[src/rtl/onehot_run_detector.sv]
// One-hot Moore FSM that flags a run of RUN_LEN equal samples (all-0 or all-1) on w.
// It also provides run length, a saturating match counter and recovery from illegal states.
module onehot_run_detector #(
  parameter int unsigned RUN_LEN = 2,
  parameter int unsigned CNT_W   = 8,
  parameter int unsigned NS      = 2 * RUN_LEN + 1,
  parameter int unsigned LW      = $clog2(RUN_LEN + 1)
) (
  input  logic             clk,
  input  logic             reset,
  input  logic             en,
  input  logic             w,
  input  logic             mode,
  output logic             z,
  output logic             zero_run,
  output logic             one_run,
  output logic [LW-1:0]    run_len,
  output logic [NS-1:0]    state,
  output logic             state_err,
  output logic [CNT_W-1:0] match_count
);

  localparam int unsigned ZN = RUN_LEN;
  localparam int unsigned O1 = RUN_LEN + 1;
  localparam int unsigned ON = 2 * RUN_LEN;
  localparam logic [NS-1:0] StIdle = {{(NS - 1){1'b0}}, 1'b1};

  logic [NS-1:0]    state_q, state_d, step_st;
  logic [CNT_W-1:0] count_q, count_d;
  logic             any_z, any_o, completes;

  // State register
  always_ff @(posedge clk) begin
    if (!reset) begin
      state_q <= StIdle;
      count_q <= '0;
    end else begin
      state_q <= state_d;
      count_q <= count_d;
    end
  end

  // Next-state logic
  always_comb begin
    step_st = '0;
    any_z   = |state_q[ZN:1];
    any_o   = |state_q[ON:O1];

    step_st[1] = ~w & (state_q[0] | any_o | (state_q[ZN] & mode));
    for (int k = 2; k < int'(RUN_LEN); k++) begin
      step_st[k] = ~w & state_q[k-1];
    end
    step_st[ZN] = ~w & (state_q[ZN-1] | (state_q[ZN] & ~mode));

    step_st[O1] = w & (state_q[0] | any_z | (state_q[ON] & mode));
    for (int k = 2; k < int'(RUN_LEN); k++) begin
      step_st[RUN_LEN+k] = w & state_q[RUN_LEN+k-1];
    end
    step_st[ON] = w & (state_q[ON-1] | (state_q[ON] & ~mode));

    if (state_err) begin
      state_d = StIdle;
    end else if (en) begin
      state_d = step_st;
    end else begin
      state_d = state_q;
    end

    // Only entering a full-run state counts; the saturating self-loop does not.
    completes = en & ~state_err &
                ((step_st[ZN] & ~state_q[ZN]) | (step_st[ON] & ~state_q[ON]));
    if (completes && (count_q != {CNT_W{1'b1}})) begin
      count_d = count_q + 1'b1;
    end else begin
      count_d = count_q;
    end
  end

  // Output decode
  always_comb begin
    state_err = ($countones(state_q) != 1);
    run_len   = '0;
    for (int k = 1; k <= int'(RUN_LEN); k++) begin
      if (state_q[k] || state_q[RUN_LEN+k]) begin
        run_len = run_len | LW'(k);
      end
    end
    if (state_err) begin
      run_len = '0;
    end
    zero_run    = state_q[ZN] & ~state_err;
    one_run     = state_q[ON] & ~state_err;
    z           = zero_run | one_run;
    state       = state_q;
    match_count = count_q;
  end

endmodule

[config.mk]
export PLATFORM = sky130hd
export DESIGN_NAME = onehot_run_detector
export DESIGN_NICKNAME = d
export VERILOG_FILES = /design/src/rtl/onehot_run_detector.sv
export SDC_FILE = /design/constraint.sdc
export NUM_CORES = 1
export LEC_CHECK = 0
export CORE_UTILIZATION = 48
export DETAILED_ROUTE_END_ITERATION = 12
export PLACE_DENSITY = 0.81
export SYNTH_ARGS = -nofsm -noshare
export SYNTH_HDL_FRONTEND = slang
export SYNTH_SLANG_ARGS = --single-unit
[constraint.sdc]
create_clock -name clk -period 6.5 [get_ports clk]
set_input_delay 1.3 -clock clk [delete_from_list [all_inputs] [get_ports clk]]
set_output_delay 1.3 -clock clk [all_outputs]
set_load 0.05 [all_outputs]
* Word level (Yosys, flattened, before mapping) *
Index checks and enable logic that the tools add are counted.

word-level totals
  register bits after elaboration = 13
  output and inout port bits = 19
  word-level logic and storage cells = 46

cells by class
  add/sub/neg operators = 5
  eq/ne operators = 2
  muxes and demuxes = 3
  bitwise logic cells = 28
  reductions and logical operators = 6

operators with widths
  kind                                                             count
  1-bit bitwise AND                                                14
  8-bit by 1-bit adder with 8-bit output, second input constant    1
  8-bit != test, second input constant                             1
  1-bit bitwise OR                                                 8
  1-bit NOT                                                        6
  2-bit OR reduction                                               3
  1-bit by 1-bit adder with 2-bit output                           2
  3-bit by 1-bit adder with 4-bit output                           1
  2-bit two-way mux                                                2
  4-bit by 1-bit != test with 1-bit output, second input constant  1
  2-bit by 2-bit adder with 3-bit output                           1
  1-bit logical OR                                                 2
  1-bit logical AND                                                1
  1-bit two-way mux                                                1

* Depth between registers and ports, before layout *
  depth in word-level cells = 8
  gate-level depth with buffers = 10
  gate-level depth less buffers = 9

* Worst setup path after synthesis *
OpenSTA, ideal clock, no wires.

  kind = register -> output
  start = register state_q[1] (netlist: state[1])
  end = output run_len[0]
  path buffers = 0
  data required time = 5.200 ns
  cell stages (with the launch flop) = 9
  arrival time = 3.341 ns
  setup slack = 1.859 ns
  cell sequence = dfxtp_1 -> inv_1 -> fa_1 -> fa_1 -> inv_1 -> ha_1 -> nor3_4 -> inv_1 -> a21oi_1

on the way
  longest elaborated chain between the ends = 5

RTL lines
  what                                                          line  source
  start, declared                                               28    logic [NS-1:0] state_q, state_d, step_st;
  start signal, assigned                                        35    state_q <= StIdle;
  start signal, assigned                                        38    state_q <= state_d;
  1-bit by 1-bit adder with 2-bit output (implied by the code)  81    state_err = ($countones(state_q) != 1);
  2-bit by 2-bit adder with 3-bit output (implied by the code)  81
  3-bit by 1-bit adder with 4-bit output (implied by the code)  81
  4-bit by 1-bit != test with 1-bit output                      81
  named net state_err                                           19    output logic state_err,
  2-bit two-way mux                                             88    if (state_err) begin
  end, declared                                                 17    output logic [LW-1:0] run_len,

The timed path passes the listed nets, and every way through them passes these cells.

* Worst setup path after layout *
  start = register state_q[1] (netlist: state[1])
  end = output z

on the way
  longest elaborated chain between the ends = 7

RTL lines
  what                                                              line    source
  1-bit by 1-bit adder with 2-bit output (implied by the code) (*)  81
  2-bit by 2-bit adder with 3-bit output (implied by the code) (*)  81
  3-bit by 1-bit adder with 4-bit output (implied by the code) (*)  81
  4-bit by 1-bit != test with 1-bit output (*)                      81
  1-bit NOT (*)                                                     91, 92
  1-bit bitwise AND, on equally long branches                       91, 92
  1-bit bitwise OR (*)                                              93      z = zero_run | one_run;
  end, declared                                                     14      output logic z,

Mark *: on every way between the ends. The rest lies on a longest branch, timed or not.

==> reports/results.tsv <==
stage	metric	value	unit
floorplan	core	1380	µm²
power_and_ir_drop	irDropWorstVdd	0.170	mV
grt	grt_pass1_vias	690	
clock_tree	postCtsHoldBufs	0	
clock_tree	cts-root-buf	clkbuf_4	
timing	rsz0062_at_grt	false	
logic_synthesis	yosys_warnings	0	
drt	ant_nets	0	
setup_path	cpMostUsedCell	inv_1	
drt	wl	1860	µm
clock_tree	path_clk_slew	0.08	ns
timing	finalHoldViolations	0	
drt	drt-vias-per-instance	6.02	
timing	period_minus_slack	4.64	ns
placement	place_area	986	µm²
logic_synthesis	synth.area.top_cells	dfxtp_1, a21oi_1, inv_1, fa_1, or4_1	
power_and_ir_drop	leakagePower	0.369	nW
placement	port-buffer-count	23	
timing	setup_viol	0	
drt	wl_per_cell	14.5	µm
logic_synthesis	syn_inst	88	
grt	grt_pass1_wl	3040	µm
setup_path	worstPathMaxFanout	6	
logic_synthesis	avgSynthCellArea	8.52	µm²
cells_and_area	fin_util	73.2	%
timing	setup_ws	1.86	ns
clock_tree	cts_buffer_depth	2	
floorplan	die_area	1720	µm²
floorplan	ios	24	
timing	finClkSkew	0.00788	ns
outcome	status	finished, final reports clean	
setup_path	crit_chain	inv_1, fa_1, fa_1, inv_1, ha_1, nor3_4, inv_1, a21oi_1, clkdlybuf4s50_1	
clock_tree	cts.repair.resized	0	
grt	grt_max_degree	17	
cells_and_area	n_antenna_cell	0	
logic_synthesis	synth_top_area_share	34.7	%
clock_tree	clk_latency	0.27	ns
drt	drc_errors	0	
setup_path	crit_path_end_kind	primary output	
logic_synthesis	netlist_area	749	µm²
drt	drt-pass1-iter-count	5	
floorplan	fp.dieW	41.5	µm
placement	dpl.hpwl	1390	µm
cells_and_area	synthToLayoutAreaGrowth	35.1	%
grt	grt_usage	22.5	%
floorplan	rows	13	
drt	vias	770	
power_and_ir_drop	power.density	355	nW/µm²
setup_path	crit_family	buffers and inverters	
clock_tree	clock_sinks	13	
timing	fin_tns_setup	0	ns
logic_synthesis	yosysSeqAreaShare	34.7	%
timing	max_freq	215	MHz
setup_path	critPathBufInv	4	
timing	finalMaxSlewViolations	0	
grt	gr-total-overflow	0	
floorplan	initial_core_util	54.2	%
timing	finalCritPeriodShare	71.4	%
cells_and_area	postLayoutCellArea	1010	µm²
logic_synthesis	synth-seq-cells	13	
setup_path	crit_required	5.20	ns
floorplan	die_y	41.5	µm
placement	pre_cts_ws	2.17	ns
hold_path	hold_path_class	flop to flop	
grt	antenna_found_initial	0	
timing	worst_pin_slew	0.575	ns
setup_path	slowest_delay	0.83	ns
setup_path	critPathKind	flop to primary output	
logic_synthesis	ys_types	31	
job	drv_cap	0	
power_and_ir_drop	power.total	0.360	mW
clock_tree	post-cts-setup-buffers	0	
timing	maxSlewHeadroom	61.5	%
clock_tree	cts_max_level	1	
clock_tree	numCtsBuffers	3	
logic_synthesis	syn-num-nets	97	
setup_path	cp.arrival	3.34	ns
logic_synthesis	synth_area_leader_cell	dfxtp_1	
cells_and_area	drive_gt1_share	5.31	%
drt	drt_iter0_drc	16	
setup_path	cp_slowest_cell	clkdlybuf4s50_1	
placement	gp_congestion	0.805	
setup_path	crit_path_start_kind	flop	
cells_and_area	nets	123	
clock_tree	cts_tree	done	
cell usage after synthesis:
master,number
a32oi_1,2
o41ai_1,3
nor3_4,1
nor2_1,5
inv_1,12
o211ai_2,1
o311ai_1,1
or3_1,1
fa_1,2
nand4_1,2
nand3_1,3
o21ai_1,1
and3b_1,1
and3_1,1
nand2_1,5
nor3b_1,1
o31ai_1,3
nor3_1,1
buf_4,1
and4_1,1
and4_4,1
dfxtp_1,13
or3b_1,1
ha_1,2
a21oi_1,11
o21ai_0,3
nor2b_1,1
or4_1,4
o211ai_1,2
buf_2,1
a2111oi_0,1
worst register-to-register path: stages, from the launching register on:
cell and delay, ns:
dfxtp_1 0.41, inv_1 0.12, fa_1 0.48, fa_1 0.37, inv_1 0.06, ha_1 0.24
nor3_4 0.27, o211ai_2 0.30, or4_1 0.58, a21oi_1 0.14
layer usage:
layer | global-route usage [%] | share of wire [%] | vias to the layer above
met2 | 34.4 | 46 | 24
met4 | 9.68 | 1.2 | 0
met5 | 0 | 0 | -
met1 | 28.8 | 47 | 364
met3 | 7.39 | 5.7 | 2
li1 | - | - | 380
registers in the layout, summed over array words and instances, names as in the netlist:
register	cells
state	5
match_count	8
final timing paths:
kind | start | end | slack, ns | depth (start not counted)
max | state[1] | z | 1.86 | 9
min | match_count[5] | match_count[5] | 0.50 | 2
max reg2reg | state[1] | match_count[5] | 3.47 | 9
min reg2reg | match_count[5] | match_count[5] | 0.50 | 2
metrics by stage:
step	hold slack, ns	std cells
2_1_floorplan	0.715	88
3_3_place_gp	0.482	124
3_5_place_dp	0.492	124
4_1_cts	0.504	128
5_1_grt	0.543	128
6_report	0.504	128
cells by family (layout without fill, tap and decap cells):
| family | after synthesis | count (layout) | synth area share, % |
|---|---|---|---|
| AOI/OAI and AO/OA | 28 | 28 | 24.9 |
| adders and majority gates | 4 | 4 | 8.68 |
| buffers and inverters | 14 | 39 | 7.68 |
| DFF | 13 | 13 | 34.7 |
| and+or+nand+nor | 29 | 29 | 24.0 |
cell type report:
type	instances	area, µm²
Clock buffer	4	26.3
Fill cell	102	370
Inverter	12	45.0
Multi-Input combinational cell	61	432
Sequential cell	13	260
Tap cell	15	18.8
Timing Repair Buffer	23	230
report_power, final:
| part | internal [mW] | total [mW] | switching [mW] |
|---|---|---|---|
| combinational | 0.0697 | 0.214 | 0.144 |
| clock | 0.0238 | 0.0494 | 0.0256 |
| sequential | 0.0876 | 0.0966 | 0.00900 |
cells in the final DEF (no fill, tap or decap), types with 2 or more instances in the layout:
cell and count:
inv_1 12, nand4_1 2, o21ai_0 3, fa_1 2, nand2_1 5, a21oi_1 11
o41ai_1 3, o31ai_1 3, o211ai_1 2, ha_1 2, clkbuf_4 3, clkdlybuf4s50_1 23
nor2_1 5, dfxtp_1 13, nand3_1 3, or4_1 4, a32oi_1 2
(Power assumes the default switching activity.)
==> variant, RTL diff (config.mk and constraints unchanged) <==
The parameter `CNT_W` goes from 8 to 12.
--- a/src/rtl/onehot_run_detector.sv
+++ b/src/rtl/onehot_run_detector.sv
@@ -2,7 +2,7 @@
 // It also provides run length, a saturating match counter and recovery from illegal states.
 module onehot_run_detector #(
   parameter int unsigned RUN_LEN = 2,
-  parameter int unsigned CNT_W   = 8,
+  parameter int unsigned CNT_W   = 12,
   parameter int unsigned NS      = 2 * RUN_LEN + 1,
   parameter int unsigned LW      = $clog2(RUN_LEN + 1)
 ) (
Interface: changed (resized match_count); port bits go from 24 to 28. The function was not compared with the original's and may differ.
==> variant against the original RTL <==
- final area is 26% higher
- core utilization is 2.5 points lower
- first-iteration DRC count is 25% lower
- setup slack worse by 86 ps
- synthesized area is 28% higher
- power is 11% higher
- sequential cell count is 4 higher
- routed wire length is 24% higher
- sequential share of layout area is 1.0 points higher
- critical endpoint is now run_len[0]
- final cell count is 32% higher
- register-to-register slack worse by 160 ps
- clock skew is 2.8 ps lower
==> variant: results (changes against the original RTL) <==
| Metric | Value |
|---|---|
| Fill cells | 153 (+50%) |
| Synth cell types | 33 (+6.5%) |
| Critical path data arrival time | 3430 ps (+90 ps) |
| Port Buf Inserts | 27 (+17%) |
| Synth area leaders | dfxtp_1 36%, a21oi_1 7.9%, inv_1 4.7%, o31ai_1 4.7%, or4_1 4.7% |
| Status | complete, no violations |
| Total Wirelength | 2310 um (+24%) |
| Grt met1 use | 0.294 (+0.00580) |
| Max reg flops | 12 (+4) |
| Mapped Cells | 115 (+31%) |
| Nets | 154 (+25%) |
| Mux cell area share after synthesis | 0.0105 (+0.0105) |
| Via count | 980 (+27%) |
| Post-synthesis sequential area ratio | 0.356 (+0.00878) |
| CTS clock-pin slew for the worst setup and hold paths | 110 ps (+30 ps) |
| Fin Clk Skew | 5.07 ps (-2.81 ps) |
| Synth Area in Compound Gates | 0.232 (-0.0171) |
| Grt met3 use | 0.0471 (-0.0269) |
| P_leak | 0.427 nW (+16%) |
| 1st-iter DRT viols | 12 (-4) |
| Maximum vdd drop | 0.000231 V (+36%) |
| Clk_lat worst skew | 300 ps (+30 ps) |
| First-pass GRT wire length | 3730 um (+23%) |
| Pin count of the biggest net entering global routing | 24 (+7) |
| Post-DP Area | 1240 um^2 (+26%) |
| Vias in the first global route | 879 (+27%) |
| Adder-cell share of the synthesized area | 0.0681 (-0.0187) |
| Placer's final routability congestion estimate | 0.848 (+5.3%) |
| Non-filler instance count after layout | 169 (+32%) |
| GRT Overall Usage | 0.245 (+0.0197) |
| Hpwl dp | 1730 um (+25%) |
| Max-slew headroom | 0.451 (-0.165) |
| Top cells by count, synth | 17 x dfxtp_1, 15 x a21oi_1, 12 x inv_1 |
[variant: cell types whose count changed in the layout (fill, tap and decap cells not counted), moves of 3 or more]
| cell | unedited run | this run |
|---|---|---|
| a21oi_1 | 11 | 15 |
| clkdlybuf4s50_1 | 23 | 27 |
| nand3_1 | 3 | 6 |
| dfxtp_1 | 13 | 17 |
| nand2_1 | 5 | 8 |
| o21ai_0 | 3 | 6 |
| o31ai_1 | 3 | 6 |
[variant: where the power goes]
part / switching (W) / leakage, nW / internal (W)
registers: 0.00000906 / 0.137 / 0.000112
clock network: 0.0000362 / 0.0139 / 0.0000234
logic: 0.000149 / 0.276 / 0.0000706
[variant: cell type report]
type,instances,area (um^2),share of cell area
multi-input combinational,82,546,0.428
sequential,17,340,0.267
timing repair buffer,28,278,0.218
inverter,13,48.8,0.0383
tap,25,31.3,0.0246
clock buffer,3,22.5,0.0177
clock inverter,1,7.51,0.00589
[variant: worst paths after layout]
kind                                     start  slack, ps  cells past startpoint              end
worst max register to register        state[3]       3310                      9  match_count[11]
worst min-delay path            match_count[6]        500                      2   match_count[6]
worst max-delay path                  state[3]       1770                      9       run_len[0]
worst min register to register  match_count[6]        500                      2   match_count[6]
[variant: logic make-up (layout without fill, tap and decap cells)]
| logic type | Yosys count | count (layout) |
|---|---|---|
| AOI/OAI and AO/OA | 35 | 35 |
| muxes | 1 | 1 |
| adders and majority gates | 4 | 4 |
| and+or+nand+nor | 42 | 42 |
| buffers and inverters | 16 | 45 |
| DFF | 17 | 17 |
[variant: layer usage]
layer  share of wire  vias up
li1                -      491
met1            0.45      458
met2            0.50       25
met3           0.035        6
met4           0.012        0
met5               0        -
[variant: per-stage QoR]
| stage | setup slack [ps] | utilization | hold slack [ps] |
|---|---|---|---|
| after floorplan | 1860 | - | 686 |
| after global placement | 2300 | 0.690 | 486 |
| after detailed placement | 2100 | 0.690 | 482 |
| after CTS | 1760 | 0.707 | 498 |
| after global routing | 1570 | 0.707 | 515 |
| final | 1770 | 0.707 | 498 |
[variant: worst max-delay path, stage by stage (launching register included)]
cell and delay (ps):
dfxtp_1 440, inv_1 110, fa_1 480, fa_1 370
inv_1 60, ha_1 240, nor3_4 260, inv_1 140
a21oi_1 160, clkdlybuf4s50_1 850
